**config.mk**
```make
export PLATFORM = sky130hd
export DESIGN_NAME = serial_adder_ctrl
export DESIGN_NICKNAME = d
export VERILOG_FILES = /design/src/rtl/serial_adder_ctrl.sv
export SDC_FILE = /design/constraint.sdc
export NUM_CORES = 1
export LEC_CHECK = 0
export ABC_AREA = 1
export CAP_MARGIN = 25
export CORE_ASPECT_RATIO = 0.9
export CORE_MARGIN = 2
export CORE_UTILIZATION = 50
export DETAILED_ROUTE_END_ITERATION = 8
export PLACE_DENSITY = 0.77
export SETUP_SLACK_MARGIN = 0.1
export SLEW_MARGIN = 20
export SYNTH_ARGS = -nofsm -noshare
export SYNTH_HDL_FRONTEND = slang
export SYNTH_SLANG_ARGS = --single-unit
```
**constraint.sdc**
```tcl
create_clock -name clk -period 1.38 [get_ports clk]
set_input_delay 0.276 -clock clk [delete_from_list [all_inputs] [get_ports clk]]
set_output_delay 0.276 -clock clk [all_outputs]
set_load 0.005 [all_outputs]
```
**src/rtl/serial_adder_ctrl.sv**
```systemverilog
// Bit-serial adder controller: one full-adder slice sequenced over WIDTH cycles.
// Optional subtract mode enabled by defining SERIAL_ADDER_SUB_EN (adds port sub).
module serial_adder_ctrl #(
  parameter int unsigned WIDTH = 8
) (
  input  logic             clk,
  input  logic             rst_n,
`ifdef SERIAL_ADDER_SUB_EN
  input  logic             sub,
`endif
  input  logic             start,
  input  logic [WIDTH-1:0] a,
  input  logic [WIDTH-1:0] b,
  output logic             busy,
  output logic             done,
  output logic [WIDTH-1:0] sum,
  output logic             cout
);

  localparam int unsigned    CW   = (WIDTH > 1) ? $clog2(WIDTH) : 1;
  localparam logic [CW-1:0]  LAST = CW'(WIDTH - 1);

  typedef enum logic [1:0] {IDLE, SHIFT, DONE} state_t;

  state_t           state_q, state_d;
  logic [CW-1:0]    cnt_q, cnt_d;
  logic [WIDTH-1:0] ra_q, ra_d;
  logic [WIDTH-1:0] rb_q, rb_d;
  logic [WIDTH-1:0] sum_q, sum_d;
  logic             carry_q, carry_d;

  logic [WIDTH-1:0] rb_load;
  logic             cin_load;
  logic             ha1_s, ha1_c, ha2_s, ha2_c;

`ifdef SERIAL_ADDER_SUB_EN
  // Two's-complement subtract: invert B and inject the +1 through the carry.
  assign rb_load  = sub ? ~b : b;
  assign cin_load = sub;
`else
  assign rb_load  = b;
  assign cin_load = 1'b0;
`endif

  assign ha1_s = ra_q[0] ^ rb_q[0];
  assign ha1_c = ra_q[0] & rb_q[0];
  assign ha2_s = ha1_s ^ carry_q;
  assign ha2_c = ha1_s & carry_q;

  always_comb begin
    state_d = state_q;
    cnt_d   = cnt_q;
    ra_d    = ra_q;
    rb_d    = rb_q;
    sum_d   = sum_q;
    carry_d = carry_q;
    case (state_q)
      IDLE, DONE: begin
        if (start) begin
          ra_d    = a;
          rb_d    = rb_load;
          carry_d = cin_load;
          cnt_d   = '0;
          state_d = SHIFT;
        end else begin
          state_d = IDLE;
        end
      end
      SHIFT: begin
        carry_d = ha1_c | ha2_c;
        ra_d    = ra_q >> 1;
        rb_d    = rb_q >> 1;
        sum_d   = {ha2_s, sum_q[WIDTH-1:1]};
        cnt_d   = cnt_q + CW'(1);
        if (cnt_q == LAST) begin
          state_d = DONE;
        end
      end
      default: state_d = IDLE;
    endcase
  end

  always_ff @(posedge clk or negedge rst_n) begin
    if (!rst_n) begin
      state_q <= IDLE;
      cnt_q   <= '0;
      ra_q    <= '0;
      rb_q    <= '0;
      sum_q   <= '0;
      carry_q <= 1'b0;
    end else begin
      state_q <= state_d;
      cnt_q   <= cnt_d;
      ra_q    <= ra_d;
      rb_q    <= rb_d;
      sum_q   <= sum_d;
      carry_q <= carry_d;
    end
  end

  // The carry flop doubles as cout: it is only reloaded on an accepted start.
  assign busy = (state_q == SHIFT);
  assign done = (state_q == DONE);
  assign sum  = sum_q;
  assign cout = carry_q;

endmodule

```
==> reports/results.tsv, run 1 <==
metric	value	unit
startpoint_type	flop	
fmax	0.720	GHz
p_total	4930	uW
reg2regPathDepth	5	
drc	0	
grt_max_degree	31	
tns	-0.00874	ns
grtUsageTotal	20.0	%
status	complete, but fails checks	
grt_pass1_vias	1247	
reg2reg_setup_slack	0.05	ns
hpwl	2070	um
final_max_slew_viol_count	0	
cts_buffers	5	
finalSetupViolations	1	
cts_buffer_depth	2	
fp.coreArea	3020	um2
leakage	0.00114	uW
root_buffer	clkbuf_4	
rr_endpoint	sum[1]	
tightest_slew	0.203	ns
die_w	62.8	um
chipHeight	57.0	um
drive_gt1_share	21.8	%
finClkSkew	0.0104	ns
via_per_inst	4.64	
clock_sinks	30	
fin_crit	1.39	ns
ys_types	19	
syn_inst	188	
cts_tree	built	
violations	setup timing	
drt_iter0_drc	95	
maxCapViolCount	0	
dp_cells	262	
min_path_type	input pin to async pin	
port_buffers	29	
dp_slack	-0.0249	ns
final_cells	281	
cp.arrival	1.11	ns
clkLatencyLatePin	0.34	ns
fin_ws	-0.00874	ns
via_count	1304	
regArea	751	um2
ios	30	
syn_avg_cell_area	8.29	um2
post_synth_instance_area	1560	um2
yosysSeqAreaShare	48.2	%
hold_violations	0	
synthToLayoutAreaGrowth	37.3	%
drt_first_pass_iters	4	
yosysWarnings	0	
ant_nets	0	
setup.worst_path.class	flop to output pin	
grt_pass1_wl	5490	um
max-slew-margin-rel	86.4	%
routed_wl	3180	um
ys_ff_latch	30	
rsz0062_at_grt	yes	
cp_max_fo	2	
end_kind	output pin	
gp_congestion	0.773	
r2r-start	state_q[1]	
peakVddDrop	1.04	mV
wl_per_cell	11.3	um
multi_input_area	596	um2
syn-num-nets	210	
antenna_found_initial	0	
grt.overflow.total	0	
fillers	239	
die_area	3580	um2
path_clk_slew	0.09	ns
worstPathRequired	1.10	ns
period_share	101	%
cts_max_level	2	
insertedDiodeCount	0	
nets	261	
rows	19	
start_util	51.6	%
p_per_area	2310	nW/um2
==> per-layer routing <==
layer | wire, um | vias up | GRT usage (%) | part of all wire (%)
met5 | 0 | - | 0 | 0
met4 | 40 | 0 | 7.30 | 1.3
met3 | 118 | 6 | 6.11 | 3.7
met2 | 1640 | 27 | 34.4 | 52
met1 | 1380 | 604 | 23.9 | 43
li1 | - | 667 | - | -
==> worst max-delay path: stages, from the launching register on <==
cell and delay, ns:
dfrtp_1 0.42, buf_6 0.13, nor2_4 0.10, buf_2 0.12
==> layout make-up <==
type | instances | share of cell area (%)
clock buffers | 6 | 2.40
clock inverters | 1 | 1.40
inverters | 39 | 7.43
multi-input cells | 111 | 27.8
flip-flops and latches | 30 | 35.1
well taps | 42 | 2.46
repair buffers | 52 | 23.4
==> worst max-delay path by stage <==
stage	startpoint	to	slack, ns	cells after the start
floorplan	cout	cout	0.16	4
global placement	state_q[0]	done	-0.02	2
detailed placement	state_q[0]	done	-0.02	2
CTS	state_q[1]	busy	0.008	3
global route	state_q[1]	busy	-0.05	3
finish	state_q[1]	busy	-0.009	3
==> registers in the layout, summed over array words and instances, names as in the netlist <==
signal / count
sum: 8
cout: 1
state_q: 2
cnt_q: 3
rb_q: 8
ra_q: 8
==> logic make-up (layout without fill, tap and decap cells) <==
| logic type | after synthesis | after routing | synth area share [%] |
|---|---|---|---|
| AND/OR/NAND/NOR | 96 | 96 | 30.3 |
| buffers and inverters | 47 | 98 | 14.5 |
| AO/OA/AOI/OAI | 12 | 12 | 4.10 |
| flip-flops | 30 | 30 | 48.2 |
| adder cells (fa/ha/maj) | 3 | 3 | 2.89 |
==> synthesized netlist by cell type, drive strengths merged <==
cell type / instances / area share [%]
nand3: 28 / 9.0
nand2: 63 / 20
dfrtp: 30 / 48
buf: 8 / 4.5
nor2: 4 / 0.96
or2: 1 / 0.40
o21ai: 11 / 3.5
ha: 2 / 1.6
fa: 1 / 1.3
inv: 39 / 10
a21oi: 1 / 0.56
==> through the flow <==
step / util [%] / area (um2) / hold WS (ns)
floorplan: - / 1560 / -0.0196
global placement: 64.6 / 1950 / 0.466
detailed placement: 64.6 / 1950 / 0.467
CTS: 69.7 / 2110 / 0.279
global route: 70.9 / 2140 / 0.296
finish: 70.9 / 2140 / 0.279
==> cell usage in the layout, fill, tap and decap left out, types with 2 or more instances in the layout <==
master / n
buf_12: 3
nand2_8: 3
o21ai_0: 10
nand2_1: 50
clkdlybuf4s50_1: 18
dfrtp_1: 30
inv_1: 36
buf_6: 3
clkdlybuf4s15_1: 8
buf_2: 2
nand3_1: 28
nor2_1: 2
ha_1: 2
clkbuf_4: 5
nand2_2: 10
buf_4: 17
nor2_4: 2
==> power by group <==
part	switching (uW)	internal, uW
Clock	302	421
Combinational	1380	1280
Sequential	248	1310
Total	1930	3010
==> repair_timing <==
action,in CTS,in global routing
hold buffers,0,0
resized for setup,26,8
endpoints found under the hold margin,0,0
setup buffers,9,3
endpoints found under the setup margin,11,34
cloned,0,0
pin swaps,1,0
(Power assumes the default switching activity.)
==> run 2: changes to the inputs <==
--- a/config.mk
+++ b/config.mk
@@ -9,9 +9,8 @@
 export CAP_MARGIN = 25
 export CORE_ASPECT_RATIO = 0.9
 export CORE_MARGIN = 2
-export CORE_UTILIZATION = 50
+export CORE_UTILIZATION = 40
 export DETAILED_ROUTE_END_ITERATION = 8
-export PLACE_DENSITY = 0.77
 export SETUP_SLACK_MARGIN = 0.1
 export SLEW_MARGIN = 20
 export SYNTH_ARGS = -nofsm -noshare
==> constraint.sdc (replaced) <==
create_clock -name clk -period 1.31 [get_ports clk]
set_input_delay 0.262 -clock clk [delete_from_list [all_inputs] [get_ports clk]]
set_output_delay 0.262 -clock clk [all_outputs]
set_load 0.005 [all_outputs]
==> reports/results.tsv, run 2 (synthesis results as in run 1) <==
metric	value	unit	change
port_buffers	29		unchanged
clkLatencyLatePin	0.28	ns	-0.06 ns
max-slew-margin-rel	86.9	%	+0.58 points
grt_max_degree	31		unchanged
drive_gt1_share	25.0	%	+3.2 points
die_area	4410	um2	+23%
root_buffer	clkbuf_8		
drt_iter0_drc	39		-59%
met3WireLength	101	um	-14%
post-route-util	59.8	%	-11 points
cp_max_fo	3		+1
critPathMaxStageDelay	0.38	ns	-0.04 ns
drc	0		unchanged
drt_first_pass_iters	4		unchanged
fp.coreArea	3730	um2	+24%
fin_crit	1.28	ns	
final_cells	290		+3.2%
multi_input_area	612	um2	+2.7%
cp.buffers_inverters	2		unchanged
cpMaxStageDelayCell	dfrtp_1		
end_kind	output pin		
setup.worst_path.class	flop to output pin		
clock_sinks	30		unchanged
cts_max_level	2		unchanged
cts_buffers	5		unchanged
tightest_slew	0.195	ns	-0.00711 ns
via_count	1313		+0.69%
cp_top_family	flip-flops		
path_clk_slew	0.06	ns	-0.03 ns
crit_chain	buf_4 > nor2_4 > buf_2		
layout_common_cells	nand2_1, inv_1, dfrtp_1		
chipHeight	63.2	um	+11%
rsz0062_at_grt	yes		
period_share	97.3	%	
reg2reg_setup_slack	0.05	ns	about the same
hold_violations	0		unchanged
p_switching	2130	uW	+10%
cts_buffer_depth	2		unchanged
gp_congestion	0.745		-3.7%
startpoint_type	flop		
min_path_type	input pin to async pin		
antenna_found_initial	0		unchanged
fin_hold_ws	0.351	ns	+0.0723 ns
p_per_area	2450	nW/um2	+6.3%
grt_pass1_vias	1279		+2.6%
fillers	335		+40%
combPwrFrac	57.6	%	+3.9 points
finalSetupViolations	0		-1
start_util	41.8	%	-9.8 points
wl_met2	1620	um	-1.3%
routed.top_layer	met4		
die_w	69.8	um	+11%
grt_pass1_wl	5620	um	+2.4%
fmax	0.784	GHz	
p_int	3340	uW	+11%
final_max_slew_viol_count	0		unchanged
wl_met1	1560	um	+13%
grt.overflow.total	0		unchanged
status	completed		
nets	266		+1.9%
routed_wl	3320	um	+4.3%
ant_nets	0		unchanged
via_per_inst	4.53		-2.4%
synthToLayoutAreaGrowth	43.1	%	
leakage	0.00118	uW	+3.5%
regArea	751	um2	unchanged
maxCapViolCount	0		unchanged
insertedDiodeCount	0		unchanged
rows	21		+2
dp_cells	270		+3.1%
p_seq_share	29.8	%	-1.8 points
hpwl	2270	um	+9.6%
p_total	5460	uW	+11%
peakVddDrop	1.14	mV	+9.0%
finClkSkew	0.00454	ns	-0.00589 ns
cts_tree	built		
grtUsageTotal	16.5	%	-3.5 points
wl_per_cell	11.4	um	+1.1%
ios	30		unchanged
worstPathRequired	1.05	ns	-0.05 ns
final_common_cell	nand2_1		
swShare	38.9	%	-0.15 points
cp.arrival	1.01	ns	-0.10 ns
cts_hold_buf	0		unchanged
clkPwrFrac	12.5	%	-2.2 points
[run 2: cell count changes in the layout (fill, tap and decap cells not counted), sizes merged]
cell / delta
clkbuf: +2
buf: +4
clkdlybuf4s15: -3
bufinv: -1
dlygate4sd2: +3
[run 2: layout make-up]
cell class | instances | share of cell area, %
clock buffers | 7 | 3.42
multi-input cells | 111 | 27.4
repair buffers | 57 | 25.8
inverters | 39 | 7.13
flip-flops and latches | 30 | 33.7
well taps | 46 | 2.58
[run 2: worst reg2reg max path, stage by stage, from the launching register on]
cell and delay, ns:
dfrtp_1 0.38, buf_4 0.15, buf_4 0.15, nand2_8 0.10, nand2_8 0.09, buf_12 0.15
nand3_1 0.06, nand2_1 0.06
[run 2: power by group through the flow]
stage	registers, uW	logic [uW]	clock network, uW
5_1_grt	1680	3520	760
4_1_cts	1620	2810	708
3_3_place_gp	1650	2600	0
6_report	1630	3150	684
2_1_floorplan	1630	1760	0
3_5_place_dp	1670	2670	0
[run 2: final timing paths]
check | depth (start not counted) | start | endpoint
max in group asynchronous | 2 | rst_n | rb_q[2]
hold reg to reg | 2 | ra_q[6] | ra_q[6]
setup reg to reg | 7 | state_q[0] | rb_q[3]
setup / recovery | 3 | state_q[0] | done
min in group clk | 2 | ra_q[6] | ra_q[6]
hold / removal | 2 | rst_n | sum[2]
[run 2: timing repair]
item	in CTS	in global routing
endpoints found under the setup margin	11	28
gates resized for setup	24	20
pin swaps	4	2
setup buffers	7	5
gates cloned	0	1
[run 2: per-stage QoR]
stage	instance area (um2)	setup slack [ns]	setup TNS (ns)
floorplan	1560	0.136	0
global placement	1990	-0.0832	-0.639
detailed placement	1990	-0.0720	-0.849
global route	2230	-0.00388	-0.00561
CTS	2120	0.0422	0
finish	2230	0.0350	0
[run 2: routing by layer]
metal,up-vias,track usage (%)
li1,675,-
met1,612,20.0
met2,21,27.1
met3,5,6.56
met4,0,5.05
met5,-,0
